$ cat config.mk
export PLATFORM = sky130hd
export DESIGN_NAME = imm_gen_pipe_flat
export DESIGN_NICKNAME = d
export VERILOG_FILES = /design/src/rtl/imm_pkg.sv /design/src/rtl/imm_gen_pipe_if.sv /design/src/rtl/imm_decode.sv /design/src/rtl/imm_gen_pipe.sv /design/src/flat_wrapper.sv
export SDC_FILE = /design/constraint.sdc
export NUM_CORES = 1
export LEC_CHECK = 0
export CAP_MARGIN = 20
export CORE_MARGIN = 3
export CORE_UTILIZATION = 40
export DETAILED_ROUTE_END_ITERATION = 12
export GPL_ROUTABILITY_DRIVEN = 0
export GPL_TIMING_DRIVEN = 0
export PLACE_DENSITY = 0.8
export SLEW_MARGIN = 20
export SYNTH_ARGS = -nofsm -noshare
export SYNTH_HDL_FRONTEND = slang
export SYNTH_SLANG_ARGS = --single-unit
$ cat constraint.sdc
create_clock -name clk -period 1.7 [get_ports clk]
set_input_delay 0.255 -clock clk [delete_from_list [all_inputs] [get_ports clk]]
set_output_delay 0.255 -clock clk [all_outputs]
set_load 0.02 [all_outputs]
$ cat src/rtl/imm_pkg.sv
// Shared types for the pipelined immediate generator: format select encoding
// and fixed instruction-side widths.
package imm_pkg;

  localparam int unsigned INSTR_W = 32;
  localparam int unsigned SRC_W   = 3;

  typedef enum logic [SRC_W-1:0] {
    IMM_I     = 3'd0,
    IMM_S     = 3'd1,
    IMM_B     = 3'd2,
    IMM_J     = 3'd3,
    IMM_U     = 3'd4,
    IMM_SHAMT = 3'd5,
    IMM_ZIMM  = 3'd6,
    IMM_RSVD  = 3'd7
  } imm_src_e;

endpackage

$ cat src/rtl/imm_gen_pipe_if.sv
// Input/output handshake bundle of the immediate pipeline; slave is the
// pipeline side, master is the producer/consumer side.
interface imm_gen_pipe_if
  import imm_pkg::*;
#(
  parameter int unsigned XLEN  = 32,
  parameter int unsigned TAG_W = 5
) ();

  logic               in_valid;
  logic               in_ready;
  logic [INSTR_W-1:0] instr;
  imm_src_e           imm_src;
  logic [TAG_W-1:0]   in_tag;
  logic               out_valid;
  logic               out_ready;
  logic [XLEN-1:0]    imm_ext;
  logic [TAG_W-1:0]   out_tag;
  logic               illegal;

  modport slave (
    input  in_valid, instr, imm_src, in_tag, out_ready,
    output in_ready, out_valid, imm_ext, out_tag, illegal
  );

  modport master (
    output in_valid, instr, imm_src, in_tag, out_ready,
    input  in_ready, out_valid, imm_ext, out_tag, illegal
  );

endinterface

$ cat src/rtl/imm_decode.sv
// Combinational immediate decoder: picks the immediate field of a RISC-V
// instruction by format and sign/zero-extends it to XLEN.
module imm_decode
  import imm_pkg::*;
#(
  parameter int unsigned XLEN = 32
) (
  input  logic [INSTR_W-1:0] instr,
  input  imm_src_e           imm_src,
  output logic [XLEN-1:0]    imm,
  output logic               illegal
);

  logic signed [11:0] w_i;
  logic signed [11:0] w_s;
  logic signed [12:0] w_b;
  logic signed [20:0] w_j;
  logic signed [31:0] w_u;
  logic               w_unused_opcode;

  assign w_i = instr[31:20];
  assign w_s = {instr[31:25], instr[11:7]};
  assign w_b = {instr[31], instr[7], instr[30:25], instr[11:8], 1'b0};
  assign w_j = {instr[31], instr[19:12], instr[20], instr[30:21], 1'b0};
  assign w_u = {instr[31:12], 12'b0};

  // Opcode bits never contribute to the immediate.
  assign w_unused_opcode = ^instr[6:0];

  always_comb begin
    imm     = '0;
    illegal = 1'b0;
    case (imm_src)
      IMM_I:     imm = XLEN'(w_i);
      IMM_S:     imm = XLEN'(w_s);
      IMM_B:     imm = XLEN'(w_b);
      IMM_J:     imm = XLEN'(w_j);
      IMM_U:     imm = XLEN'(w_u);
      IMM_SHAMT: imm = (XLEN == 64) ? XLEN'(instr[25:20]) : XLEN'(instr[24:20]);
      IMM_ZIMM:  imm = XLEN'(instr[19:15]);
      IMM_RSVD:  illegal = 1'b1;
      default:   illegal = 1'b1;
    endcase
  end

endmodule

$ cat src/rtl/imm_gen_pipe.sv
// Pipelined immediate generator: decode into slice 0, then STAGES valid/ready
// register slices carrying {valid, imm, tag, illegal} to the execute stage.
module imm_gen_pipe
  import imm_pkg::*;
#(
  parameter int unsigned XLEN   = 32,
  parameter int unsigned STAGES = 1,
  parameter int unsigned TAG_W  = 5
) (
  input  logic          clk,
  input  logic          reset,
  input  logic          flush,
  imm_gen_pipe_if.slave bus
);

  typedef struct packed {
    logic             valid;
    logic [XLEN-1:0]  imm;
    logic [TAG_W-1:0] tag;
    logic             illegal;
  } slice_t;

  logic [XLEN-1:0]     w_dec_imm;
  logic                w_dec_illegal;
  slice_t              w_head;
  slice_t              w_tail;
  slice_t [STAGES-1:0] w_slices;
  logic   [STAGES:0]   w_ready;

  imm_decode #(.XLEN(XLEN)) u_decode (
    .instr   (bus.instr),
    .imm_src (bus.imm_src),
    .imm     (w_dec_imm),
    .illegal (w_dec_illegal)
  );

  assign w_head = '{valid: bus.in_valid, imm: w_dec_imm, tag: bus.in_tag, illegal: w_dec_illegal};

  // A slice can take new data when it is empty or its content moves on this edge.
  always_comb begin
    w_ready         = '0;
    w_ready[STAGES] = bus.out_ready;
    for (int i = int'(STAGES) - 1; i >= 0; i--) begin
      w_ready[i] = !w_slices[i].valid || w_ready[i+1];
    end
  end

  for (genvar gi = 0; gi < STAGES; gi++) begin : g_slice
    slice_t r_slice;
    slice_t w_up;

    if (gi == 0) begin : g_head
      assign w_up = w_head;
    end else begin : g_link
      assign w_up = w_slices[gi-1];
    end

    assign w_slices[gi] = r_slice;

    always_ff @(posedge clk) begin
      if (reset) begin
        r_slice <= '0;
      end else if (flush) begin
        r_slice.valid <= 1'b0;
      end else if (w_ready[gi]) begin
        if (w_up.valid) begin
          r_slice <= w_up;
        end else begin
          r_slice.valid <= 1'b0;
        end
      end
    end
  end

  assign w_tail        = w_slices[STAGES-1];
  assign bus.in_ready  = w_ready[0] && !flush;
  assign bus.out_valid = w_tail.valid;
  assign bus.imm_ext   = w_tail.imm;
  assign bus.out_tag   = w_tail.tag;
  assign bus.illegal   = w_tail.illegal;

endmodule

$ cat src/flat_wrapper.sv
// flat-port wrapper written by rule: the top's interface ports become plain ports
module imm_gen_pipe_flat import imm_pkg::*;
#(
  parameter int unsigned XLEN   = 32,
  parameter int unsigned STAGES = 1,
  parameter int unsigned TAG_W  = 5
)
  (clk, reset, flush, bus_in_valid, bus_instr, bus_imm_src, bus_in_tag, bus_out_ready, bus_in_ready, bus_out_valid, bus_imm_ext, bus_out_tag, bus_illegal);
  imm_gen_pipe_if #(.XLEN(XLEN), .TAG_W(TAG_W)) bus_i ();
  input  logic clk;
  input  logic reset;
  input  logic flush;
  input wire logic [$bits(bus_i.in_valid)-1:0] bus_in_valid;
  input wire logic [$bits(bus_i.instr)-1:0] bus_instr;
  input wire logic [$bits(bus_i.imm_src)-1:0] bus_imm_src;
  input wire logic [$bits(bus_i.in_tag)-1:0] bus_in_tag;
  input wire logic [$bits(bus_i.out_ready)-1:0] bus_out_ready;
  output wire logic [$bits(bus_i.in_ready)-1:0] bus_in_ready;
  output wire logic [$bits(bus_i.out_valid)-1:0] bus_out_valid;
  output wire logic [$bits(bus_i.imm_ext)-1:0] bus_imm_ext;
  output wire logic [$bits(bus_i.out_tag)-1:0] bus_out_tag;
  output wire logic [$bits(bus_i.illegal)-1:0] bus_illegal;
  assign bus_i.in_valid = bus_in_valid;
  assign bus_i.instr = bus_instr;
  assign bus_i.imm_src = bus_imm_src;
  assign bus_i.in_tag = bus_in_tag;
  assign bus_i.out_ready = bus_out_ready;
  assign bus_in_ready = bus_i.in_ready;
  assign bus_out_valid = bus_i.out_valid;
  assign bus_imm_ext = bus_i.imm_ext;
  assign bus_out_tag = bus_i.out_tag;
  assign bus_illegal = bus_i.illegal;
  imm_gen_pipe #(.XLEN(XLEN), .STAGES(STAGES), .TAG_W(TAG_W)) u_core (.clk(clk), .reset(reset), .flush(flush), .bus(bus_i));
endmodule
After elaboration in Yosys (flattened, before gate mapping)
Index checks and enable logic that the tools add are counted.
Widths: inputs -> output; s select.
{"block": "word_totals", "romBits": 0, "elab_cells": 22, "latch_bits": 0, "output_inout_bits": 40, "reg_bits": 39, "ram_bits": 0, "n_memories": 0, "input_bits": 45}
{"block": "classes", "shift": 0, "add_sub_neg": 0, "div_mod_pow": 0, "reduce_logical": 7, "n_bitwise": 1, "magnitude_cmp": 0, "muxes": 3, "mul": 0, "eq_ne": 7}
{"operator": "$pmux 32 s7", "n": 1}
{"operator": "$eq 3x3->1 const B", "n": 4}
{"operator": "$eq 3x2->1 const B", "n": 2}
{"operator": "$eq 3x1->1 const B", "n": 1}
{"operator": "$logic_not 3->1", "n": 1}
{"operator": "$reduce_and 3->1", "n": 1}
{"operator": "$logic_not 1->1", "n": 2}
{"operator": "$mux 1", "n": 2}
{"operator": "$reduce_or 2->1", "n": 1}
{"operator": "$logic_and 1x1->1", "n": 1}
{"operator": "$logic_or 1x1->1", "n": 1}
{"operator": "$not 1->1", "n": 1}

Depth between registers and ports, before layout
Gate-level depths: netlist of run 1.
{"block": "depth", "word_depth": 3, "ltp_mapped": 6, "ltp_nobuf": 4}

Modules after synthesis
A second synthesis of run 1 with hierarchy kept.
{"block": "unflattened", "hier_cells": 252, "area_unflattened_um2": 2353.5}
{"module": "imm_gen_pipe", "cells_each": 170, "area_each_um2": 1764.2, "instances": 1, "seq_area_each_um2": 780.7}
{"module": "imm_decode", "cells_each": 82, "area_each_um2": 589.3, "instances": 1, "seq_area_each_um2": 0.0}

Least setup slack after synthesis of run 1
Ideal clock, no wire load.
{"block": "synth_timing", "path_type": "register -> register", "from": "reg u_core.g_slice[0].r_slice (netlist bit u_core.bus.out_valid)", "to": "reg u_core.g_slice[0].r_slice (netlist bit u_core.bus.imm_ext[4])", "period_less_slack_ns": 1.354, "setup_time_ns": 0.074, "t_required_ns": 1.626, "path_slack_ns": 0.346, "t_arrival_ns": 1.281, "stages_incl_launch_ff": 7, "path_buffers": 2, "path_cell_list": "dfxtp_1 -> nand2b_1 -> and3_1 -> buf_2 -> buf_2 -> o2111a_1 -> nor3_2"}
{"block": "synth_between", "elab_chain_cells": 3}
{"element": "start: declaration", "line_no": "imm_gen_pipe.sv:49", "text": "slice_t r_slice;"}
{"element": "start signal: assignment", "line_no": "imm_gen_pipe.sv:67", "text": "r_slice <= w_up;"}
{"element": "$logic_not 1->1", "line_no": "imm_gen_pipe.sv:44", "text": "w_ready[i] = !w_slices[i].valid || w_ready[i+1];"}
{"element": "$logic_or 1x1->1", "line_no": "imm_gen_pipe.sv:44"}
{"element": "$reduce_and 3->1 (no source line)"}
No other way between the ends.
A chain may end at the register's enable or synchronous reset.

Worst setup path in the final report of run 1
{"block": "layout_timing", "from": "in bus_out_ready", "to": "reg u_core.g_slice[0].r_slice (netlist bit u_core.bus.imm_ext[4])"}
{"block": "layout_between", "elab_chain_cells": 2}
{"element": "start: declaration", "line_no": "flat_wrapper.sv:17", "text": "input wire logic [$bits(bus_i.out_ready)-1:0] bus_out_ready;"}
{"element": "$logic_or 1x1->1", "line_no": "imm_gen_pipe.sv:44"}
{"element": "$reduce_and 3->1 (no source line)"}
No other way between the ends.

==> results_dict.tcl, run 1 <==
set metrics [dict create \
    layout_min_cycle_time_ns 1.58 \
    syn_nets 251 \
    clockBufferDepth 2 \
    syn2layout_area_growth_pct 52.6 \
    hold_ws_ns 0.329 \
    crit_slowest_cell "clkdlybuf4s50_1" \
    grt_pass1_vias 1699 \
    coreArea_mm2 0.00406 \
    routed-wl-met2_mm 2.28 \
    initial_core_util_pct 41.9 \
    rsz0062_at_grt "no" \
    chipHeight_um 71.2 \
    fin_skew_ns 0.00662 \
    grt_overflow_total 0 \
    core.rowCount 23 \
    drt-initial-drc-count 70 \
    r2r_start "u_core.bus.out_valid$_SDFFE_PP0N_" \
    finalHoldViolCount 0 \
    cts_buffers 5 \
    hp-class "input port to register" \
    total_power_mw 2.07 \
    drc 0 \
    ys_seq_elements 39 \
    dpl_worst_slack_ns -0.194 \
    cp-start-kind "input port" \
    dp.cells 330 \
    synthCells 206 \
    leakagePower_nw 0.938 \
    ys_warn_count 0 \
    cp_slowest_stage_delay_ns 0.48 \
    end_kind "register" \
    fmax_ghz 0.632 \
    clock_sinks 39 \
    grt_max_degree 12 \
    vias_per_cell 5.12 \
    hold_start "bus_imm_src[1]" \
    nets 332 \
    layout_commonest_cell "clkdlybuf4s50_1" \
    cts_tree "done" \
    crit_chain "clkdlybuf4s50_1, nand2b_1, and3_1, buf_2, clkbuf_4, o2111a_1, nor3_2" \
    cp_max_fo 10 \
    critPathRequiredTime_ns 1.84 \
    final_util_pct 64.0 \
    antenna_found_initial 0 \
    final_cell_mix "clkdlybuf4s50_1, dfxtp_1, nand2_1, nor2_1, a21oi_1" \
    worstSkewPairLatency_ns 0.29 \
    worstPathArrival_ns 1.73 \
    m1WireLength_mm 2.15 \
    syn_area_per_cell_um2 8.25 \
    worstSetupPathType "input port to register" \
    ys_seq_area_share_pct 45.9 \
    p_per_area_mw_per_mm2 796 \
    cts_setup_buffers 0 \
    critPathBufInv 3 \
    num_antenna_cells 0 \
    pin_count 85 \
    portBuffers 74 \
    final_area_mm2 0.00259 \
    max_cap_viol_count 0 \
    dr.max_layer_used "met4" \
    wl_per_cell_um 14.1 \
    root_buffer "clkbuf_8" \
    maxSlewViolCount 0 \
    grt_pass1_wl_mm 7.81 \
    dr.pass1.iters 4 \
    ant_nets 0 \
    die_x_um 71.2 \
    timing.final.crit_share_pct 93.1 \
    setup_ws_ns 0.117 \
    grt.total_usage_pct 19.2 \
    vias 1731 \
    status "completed" \
    synth_area_mm2 0.00170 \
    wl_met3_um 287 \
    tightest_slew_ns 0.609 \
    clkTransAtPathRegs_ns 0.07 \
    relSlewSlack_pct 59.4 \
    dpl.hpwl_mm 3.58 \
    cts_hold_buffers 0 \
    setup_viol 0 \
    drt_wl_total_mm 4.75 \
    synth_cell_types 29 \
    htreeDepth 2 \
    instances_no_fill 338 \
    final_layout_size_suffix_gt1_share_pct 9.03 \
    critPathLaunch "bus_out_ready" \
    crit_family "buffers and inverters" \
    ir_drop_uv 526 \
    fin_tns_setup_ns 0 \
    dieArea_mm2 0.00507 \
    place_area_mm2 0.00250 \
]
[flip-flops by register name (all words and copies together), names as in the netlist]
| name | flops |
|---|---|
| u_core.bus.out_tag | 5 |
| u_core.bus.illegal | 1 |
| u_core.bus.out_valid | 1 |
| u_core.bus.imm_ext | 32 |
[report_power, final]
part / internal [mW] / switching (mW)
Clock: 0.288 / 0.316
Combinational: 0.233 / 0.238
Sequential: 0.965 / 0.0260
Total: 1.49 / 0.580
[synthesized netlist by cell type]
cell       instances  area, um2
nor2_1            26       97.6
dfxtp_1           39        781
nor3_1             9       45.0
a21oi_1           24        120
nor2b_1            3       18.8
buf_6              1       11.3
nor3_2             4       40.0
o21ai_0            1       5.00
o2111ai_2          1       15.0
nand3_1           17       85.1
nand2b_1           2       12.5
clkinv_1           1       3.75
buf_2              9       45.0
xor2_2             1       16.3
mux2i_1            5       50.1
clkbuf_1           6       22.5
o21a_1             1       7.51
a21o_1             1       7.51
and2_1             1       6.26
o2111ai_1          1       8.76
inv_1              1       3.75
nand4b_1           1       8.76
nand2_1           31        116
a211oi_1          12       90.1
o2111a_1           4       45.0
nor3b_2            1       12.5
and3_1             1       6.26
mux2_2             1       11.3
nor3b_1            1       7.51
[path summary, 6_finish.rpt]
path | depth (start not counted) | endpoint | slack, ns
max | 7 | u_core.bus.imm_ext[4]$_SDFFE_PP0P_ | 0.12
min | 3 | u_core.bus.imm_ext[0]$_SDFFE_PP0P_ | 0.33
max reg2reg | 6 | u_core.bus.imm_ext[4]$_SDFFE_PP0P_ | 0.27
min reg2reg | 2 | u_core.bus.out_tag[0]$_SDFFE_PP0P_ | 0.46
[worst reg2reg max path, delay by kind of cell (launching register included)]
| kind | cells | cell delay [ns] |
|---|---|---|
| AO/OA/AOI/OAI | 1 | 0.21 |
| flip-flops | 1 | 0.33 |
| AND/OR/NAND/NOR | 3 | 0.36 |
| buffers and inverters | 2 | 0.39 |
[cell type report]
class	count	area [um2]
timing repair buffer	74	739
clock inverter	1	5.00
buffer	16	81.3
clock buffer	7	76.3
fill	361	1460
sequential	39	781
inverter	2	7.51
tap	50	62.6
multi-input combinational	149	842
[what timing repair did]
item	CTS	global route
hold endpoints to repair	0	0
pin swaps	0	0
endpoints found under the setup margin	1	11
resized for setup	1	3
[kinds of logic after synthesis]
group,synth area share [%]
AOI/OAI and AO/OA,17.6
buffers and inverters,5.08
xor gates and xnor gates,0.957
and+or+nand+nor,26.9
DFF,45.9
muxes,3.61
[per-layer routing]
layer  track usage [%]  vias to the layer above
met4              6.05                        0
met5                 0                        -
met1              25.1                      793
met3              5.26                        4
met2              30.8                       51
li1                  -                      883
Power figures use the tool's default switching activity.
==> run 2, diff against run 1 <==
--- a/config.mk
+++ b/config.mk
@@ -5,8 +5,9 @@
 export SDC_FILE = /design/constraint.sdc
 export NUM_CORES = 1
 export LEC_CHECK = 0
+export ABC_CLOCK_PERIOD_IN_PS = 1700
 export CAP_MARGIN = 20
-export CORE_MARGIN = 3
+export CORE_ASPECT_RATIO = 1.2
 export CORE_UTILIZATION = 40
 export DETAILED_ROUTE_END_ITERATION = 12
 export GPL_ROUTABILITY_DRIVEN = 0
==> run 2 against run 1 <==
  * Power grew 0.21%
  * Critical endpoint is now u_core.bus.imm_ext[23]$_SDFFE_PP0P_
  * Hold slack worse by 0.015 ns
  * Global-route usage is 2.7 points higher
  * Maximum frequency decreased by 0.52%
  * Register-to-register slack got worse by 0.02 ns
  * Sequential cell count stayed put
  * Final cell count is 1.2% higher
  * Sequential power barely moved
  * Highest routed layer unchanged
  * Clock power grew 1%
==> results_dict.tcl, run 2 (synthesis results as in run 1) <==
set metrics [dict create \
    hold_ws_ns 0.314 \
    num_antenna_cells 0 \
    fillers 383 \
    syn2layout_area_growth_pct 52.5 \
    setup_viol 0 \
    ir_drop_uv 534 \
    chipHeight_um 73.4 \
    power.internal_mw 1.48 \
    grt.total_usage_pct 22.0 \
    multi_input_area_um2 833 \
    worstSetupPathType "input port to register" \
    sw_frac_of_total_pct 28.4 \
    portBuffers 74 \
    cp_max_fo 10 \
    p_seq_share_pct 47.8 \
    coreArea_mm2 0.00400 \
    clock_sinks 39 \
    maxSlewViolCount 0 \
    rsz0062_at_grt "no" \
    dp.cells 334 \
    clockBufferDepth 2 \
    cts_buffers 5 \
    status "completed" \
    initial_core_util_pct 42.5 \
    fmax_ghz 0.629 \
    die_x_um 61.5 \
    grt_pass1_wl_mm 7.26 \
    dr.pass1.iters 4 \
    tightest_slew_ns 0.599 \
    drc 0 \
    pin_count 85 \
    end_kind "register" \
    relSlewSlack_pct 60.0 \
    grt_max_degree 13 \
    antenna_found_initial 0 \
    cts_hold_buffers 0 \
    clkTransAtPathRegs_ns 0.08 \
    htreeDepth 2 \
    layout_min_cycle_time_ns 1.59 \
    grt_overflow_total 0 \
    drt-initial-drc-count 68 \
    dpl.hpwl_mm 3.50 \
    core.rowCount 25 \
    final_util_pct 64.8 \
    largest_reg_flops 32 \
    critPathRequiredTime_ns 1.86 \
    ant_nets 0 \
    final_cell_mix "clkdlybuf4s50_1, dfxtp_1, nand2_1, nor2_1, a21oi_1" \
    worstPathArrival_ns 1.75 \
    comb_power_share_pct 22.6 \
    hp-class "input port to register" \
    vias 1748 \
    dieArea_mm2 0.00452 \
    drt_wl_total_mm 4.60 \
    vias_per_cell 5.11 \
    wl_per_cell_um 13.5 \
    clockPowerShare_pct 29.6 \
    instances_no_fill 342 \
    grt_pass1_vias 1591 \
    layout_commonest_cell "clkdlybuf4s50_1" \
    seqCellArea_um2 781 \
    p_per_area_mw_per_mm2 799 \
    fin_skew_ns 0.00672 \
    worstSkewPairLatency_ns 0.30 \
    cp-start-kind "input port" \
    root_buffer "clkbuf_8" \
    cts_tree "done" \
    max_cap_viol_count 0 \
    timing.final.crit_share_pct 93.6 \
    switchingPower_mw 0.587 \
    final_layout_size_suffix_gt1_share_pct 8.68 \
    nets 332 \
    leakagePower_nw 0.936 \
    finalHoldViolCount 0 \
]
## run 2: critical path, cell delays in order
cell             delay, ns
clkdlybuf4s50_1       0.47
nand2b_1              0.16
nand3_1               0.24
a21oi_1               0.28
buf_2                 0.25
a211oi_1              0.09
## run 2: power groups by stage
stage | Clock [mW] | Combinational [mW] | Sequential, mW
2_1_floorplan | 0 | 0.173 | 1.07
6_report | 0.612 | 0.469 | 0.989
3_5_place_dp | 0 | 0.471 | 1.01
3_3_place_gp | 0 | 0.463 | 1.01
4_1_cts | 0.625 | 0.472 | 0.990
5_1_grt | 0.666 | 0.506 | 0.995
## run 2: path summary, 6_finish.rpt
path                                               to                               start  slack, ns  cells past startpoint
hold / removal     u_core.bus.imm_ext[0]$_SDFFE_PP0P_                      bus_imm_src[1]       0.31                      3
setup / recovery  u_core.bus.imm_ext[23]$_SDFFE_PP0P_                       bus_out_ready       0.11                      6
hold reg to reg    u_core.bus.imm_ext[7]$_SDFFE_PP0P_  u_core.bus.imm_ext[7]$_SDFFE_PP0P_       0.45                      2
setup reg to reg  u_core.bus.imm_ext[23]$_SDFFE_PP0P_   u_core.bus.out_valid$_SDFFE_PP0N_       0.25                      5
## run 2: routing by layer
| layer | wire length, um | global-route usage [%] | vias up |
|---|---|---|---|
| met5 | 0 | 0 | - |
| met3 | 245 | 5.63 | 7 |
| li1 | - | - | 875 |
| met2 | 2380 | 36.8 | 53 |
| met1 | 1900 | 26.3 | 813 |
| met4 | 74 | 8.64 | 0 |
## run 2: through the flow
step	setup TNS [ns]	worst slack (ns)	instance area, um2	total power, mW
global placement	-2.45	-0.144	2510	1.47
global route	0	0.0151	2590	2.17
finish	0	0.109	2590	2.07
CTS	0	0.116	2590	2.09
floorplan	0	0.346	1700	1.25
detailed placement	-4.28	-0.179	2510	1.48
## run 2: final cells by class
type / count / area share (%)
multi-input combinational: 149 / 32.1
sequential: 39 / 30.1
timing repair buffer: 74 / 28.5
buffer: 16 / 3.04
clock buffer: 6 / 2.80
tap: 54 / 2.61
clock inverter: 2 / 0.483
inverter: 2 / 0.290
## run 2: repair_timing
action | in CTS | in global routing
endpoints found under the setup margin | 1 | 0
setup buffers | 0 | 0
resized for setup | 1 | 0
hold endpoints to repair | 0 | 0
==> run 3, diff against run 2 <==
--- a/config.mk
+++ b/config.mk
@@ -8,11 +8,12 @@
 export ABC_CLOCK_PERIOD_IN_PS = 1700
 export CAP_MARGIN = 20
 export CORE_ASPECT_RATIO = 1.2
-export CORE_UTILIZATION = 40
+export CORE_UTILIZATION = 41
+export CTS_BUF_LIST = sky130_fd_sc_hd__clkbuf_8
 export DETAILED_ROUTE_END_ITERATION = 12
 export GPL_ROUTABILITY_DRIVEN = 0
 export GPL_TIMING_DRIVEN = 0
-export PLACE_DENSITY = 0.8
+export PLACE_DENSITY = 0.82
 export SLEW_MARGIN = 20
 export SYNTH_ARGS = -nofsm -noshare
 export SYNTH_HDL_FRONTEND = slang
==> run 3 against run 2 <==
  * Die area down 2.4%
  * Global-route usage increased by 1.3 points
  * Final cell count unchanged
  * Critical endpoint is now u_core.bus.imm_ext[22]$_SDFFE_PP0P_
  * Design area grew 1.3%
  * Via count down 1.8%
==> results_dict.tcl, run 3 (synthesis results as in run 1) <==
set metrics [dict create \
    status "completed" \
    fmax_ghz 0.632 \
    htreeDepth 2 \
    end_kind "register" \
    dpl_worst_slack_ns -0.188 \
    timing.final.crit_share_pct 93.1 \
    layout_min_cycle_time_ns 1.58 \
    root_buffer "clkbuf_8" \
    dpl.hpwl_mm 3.47 \
    finalHoldViolCount 0 \
    grt.total_usage_pct 23.3 \
    p_per_area_mw_per_mm2 862 \
    grt_pass1_wl_mm 7.53 \
    r2r_start "u_core.bus.out_valid$_SDFFE_PP0N_" \
    wl_per_cell_um 13.8 \
    switchingPower_mw 0.590 \
    portBuffers 74 \
    syn2layout_area_growth_pct 54.4 \
    critPathRequiredTime_ns 1.86 \
    clockPowerShare_pct 35.5 \
    num_antenna_cells 0 \
    hold_depth 3 \
    instances_no_fill 342 \
    sw_frac_of_total_pct 26.1 \
    fillers 355 \
    setup_ws_ns 0.117 \
    max_cap_viol_count 0 \
    cp_max_fo 10 \
    comb_power_share_pct 20.8 \
    hold_start "bus_imm_src[1]" \
    ir_drop_uv 451 \
    layout_commonest_cell "clkdlybuf4s50_1" \
    clkTransAtPathRegs_ns 0.07 \
    drc 0 \
    clock_sinks 39 \
    vias 1716 \
    total_power_mw 2.26 \
    final_cell_mix "clkdlybuf4s50_1, dfxtp_1, nand2_1, nor2_1, a21oi_1" \
    die_x_um 60.8 \
    dr.pass1.iters 4 \
    clockBufferDepth 2 \
    chipHeight_um 72.5 \
    maxSlewViolCount 0 \
    setup_viol 0 \
    final_util_pct 66.6 \
    drt_wl_total_mm 4.72 \
    coreArea_mm2 0.00394 \
    reg2regPathDepth 5 \
    cts_buffers 5 \
    ant_nets 0 \
    p_seq_share_pct 43.7 \
    worstSetupPathType "input port to register" \
    final_layout_size_suffix_gt1_share_pct 9.03 \
    dieArea_mm2 0.00441 \
    grt_pass1_vias 1603 \
    cp-start-kind "input port" \
    pin_count 85 \
    dp.cells 334 \
    core.rowCount 25 \
    worstSkewPairLatency_ns 0.29 \
    rsz0062_at_grt "no" \
    cts_setup_buffers 0 \
    critPathLaunch "bus_out_ready" \
    initial_core_util_pct 43.1 \
    worstPathArrival_ns 1.74 \
    grt_overflow_total 0 \
    leakagePower_nw 0.956 \
    relSlewSlack_pct 61.1 \
    grt_max_degree 13 \
    antenna_found_initial 0 \
    hp-class "input port to register" \
    drt-initial-drc-count 52 \
    vias_per_cell 5.02 \
    fin_skew_ns 0.00478 \
    nets 332 \
    cts_tree "done" \
    largest_reg_flops 32 \
    tightest_slew_ns 0.584 \
    power.internal_mw 1.67 \
]
-- run 3: final timing paths --
check / slack (ns) / to
worst max-delay path: 0.12 / u_core.bus.imm_ext[22]$_SDFFE_PP0P_
worst max register to register: 0.24 / u_core.bus.imm_ext[22]$_SDFFE_PP0P_
worst min register to register: 0.45 / u_core.bus.illegal$_SDFFE_PP0P_
worst min-delay path: 0.32 / u_core.bus.imm_ext[0]$_SDFFE_PP0P_
-- run 3: power groups by stage --
stage	logic, mW	registers, mW	clock network, mW
detailed placement	0.469	1.01	0
CTS	0.472	0.990	0.815
global route	0.511	0.994	0.845
finish	0.470	0.989	0.803
floorplan	0.173	1.07	0
global placement	0.463	1.01	0
-- run 3: routing by layer --
layer | share of wire [%] | track usage (%) | routed length (um) | vias to the layer above
met5 | 0 | 0 | 0 | -
met2 | 52 | 38.6 | 2440 | 47
met4 | 1.6 | 9.09 | 77 | 0
met3 | 4.3 | 4.99 | 205 | 7
li1 | - | - | - | 879
met1 | 42 | 29.0 | 2000 | 783
-- run 3: timing repair --
item,4_1_cts,5_1_grt
endpoints found under the setup margin,1,0
hold buffers,0,0
resized for setup,1,0
-- run 3: final cells by class --
type	count	area [um2]	share of cell area [%]
clock inverter	2	35.0	1.33
clock buffer	6	82.6	3.15
timing repair buffer	74	739	28.2
multi-input combinational	149	833	31.7
tap	54	67.6	2.57
sequential	39	781	29.7
inverter	2	7.51	0.286
buffer	16	78.8	3.00
-- run 3: through the flow --
stage / hold slack (ns) / instance area [um2] / TNS [ns]
4_1_cts: 0.299 / 2630 / 0
3_3_place_gp: 0.440 / 2510 / -2.57
6_report: 0.318 / 2630 / 0
5_1_grt: 0.324 / 2630 / 0
2_1_floorplan: 0.334 / 1700 / 0
3_5_place_dp: 0.444 / 2510 / -3.54
-- run 3: worst max-delay path, stage by stage --
cell	delay, ns
clkdlybuf4s50_1	0.46
nand2b_1	0.15
nand3_1	0.24
a21oi_1	0.29
buf_2	0.26
a211oi_1	0.09
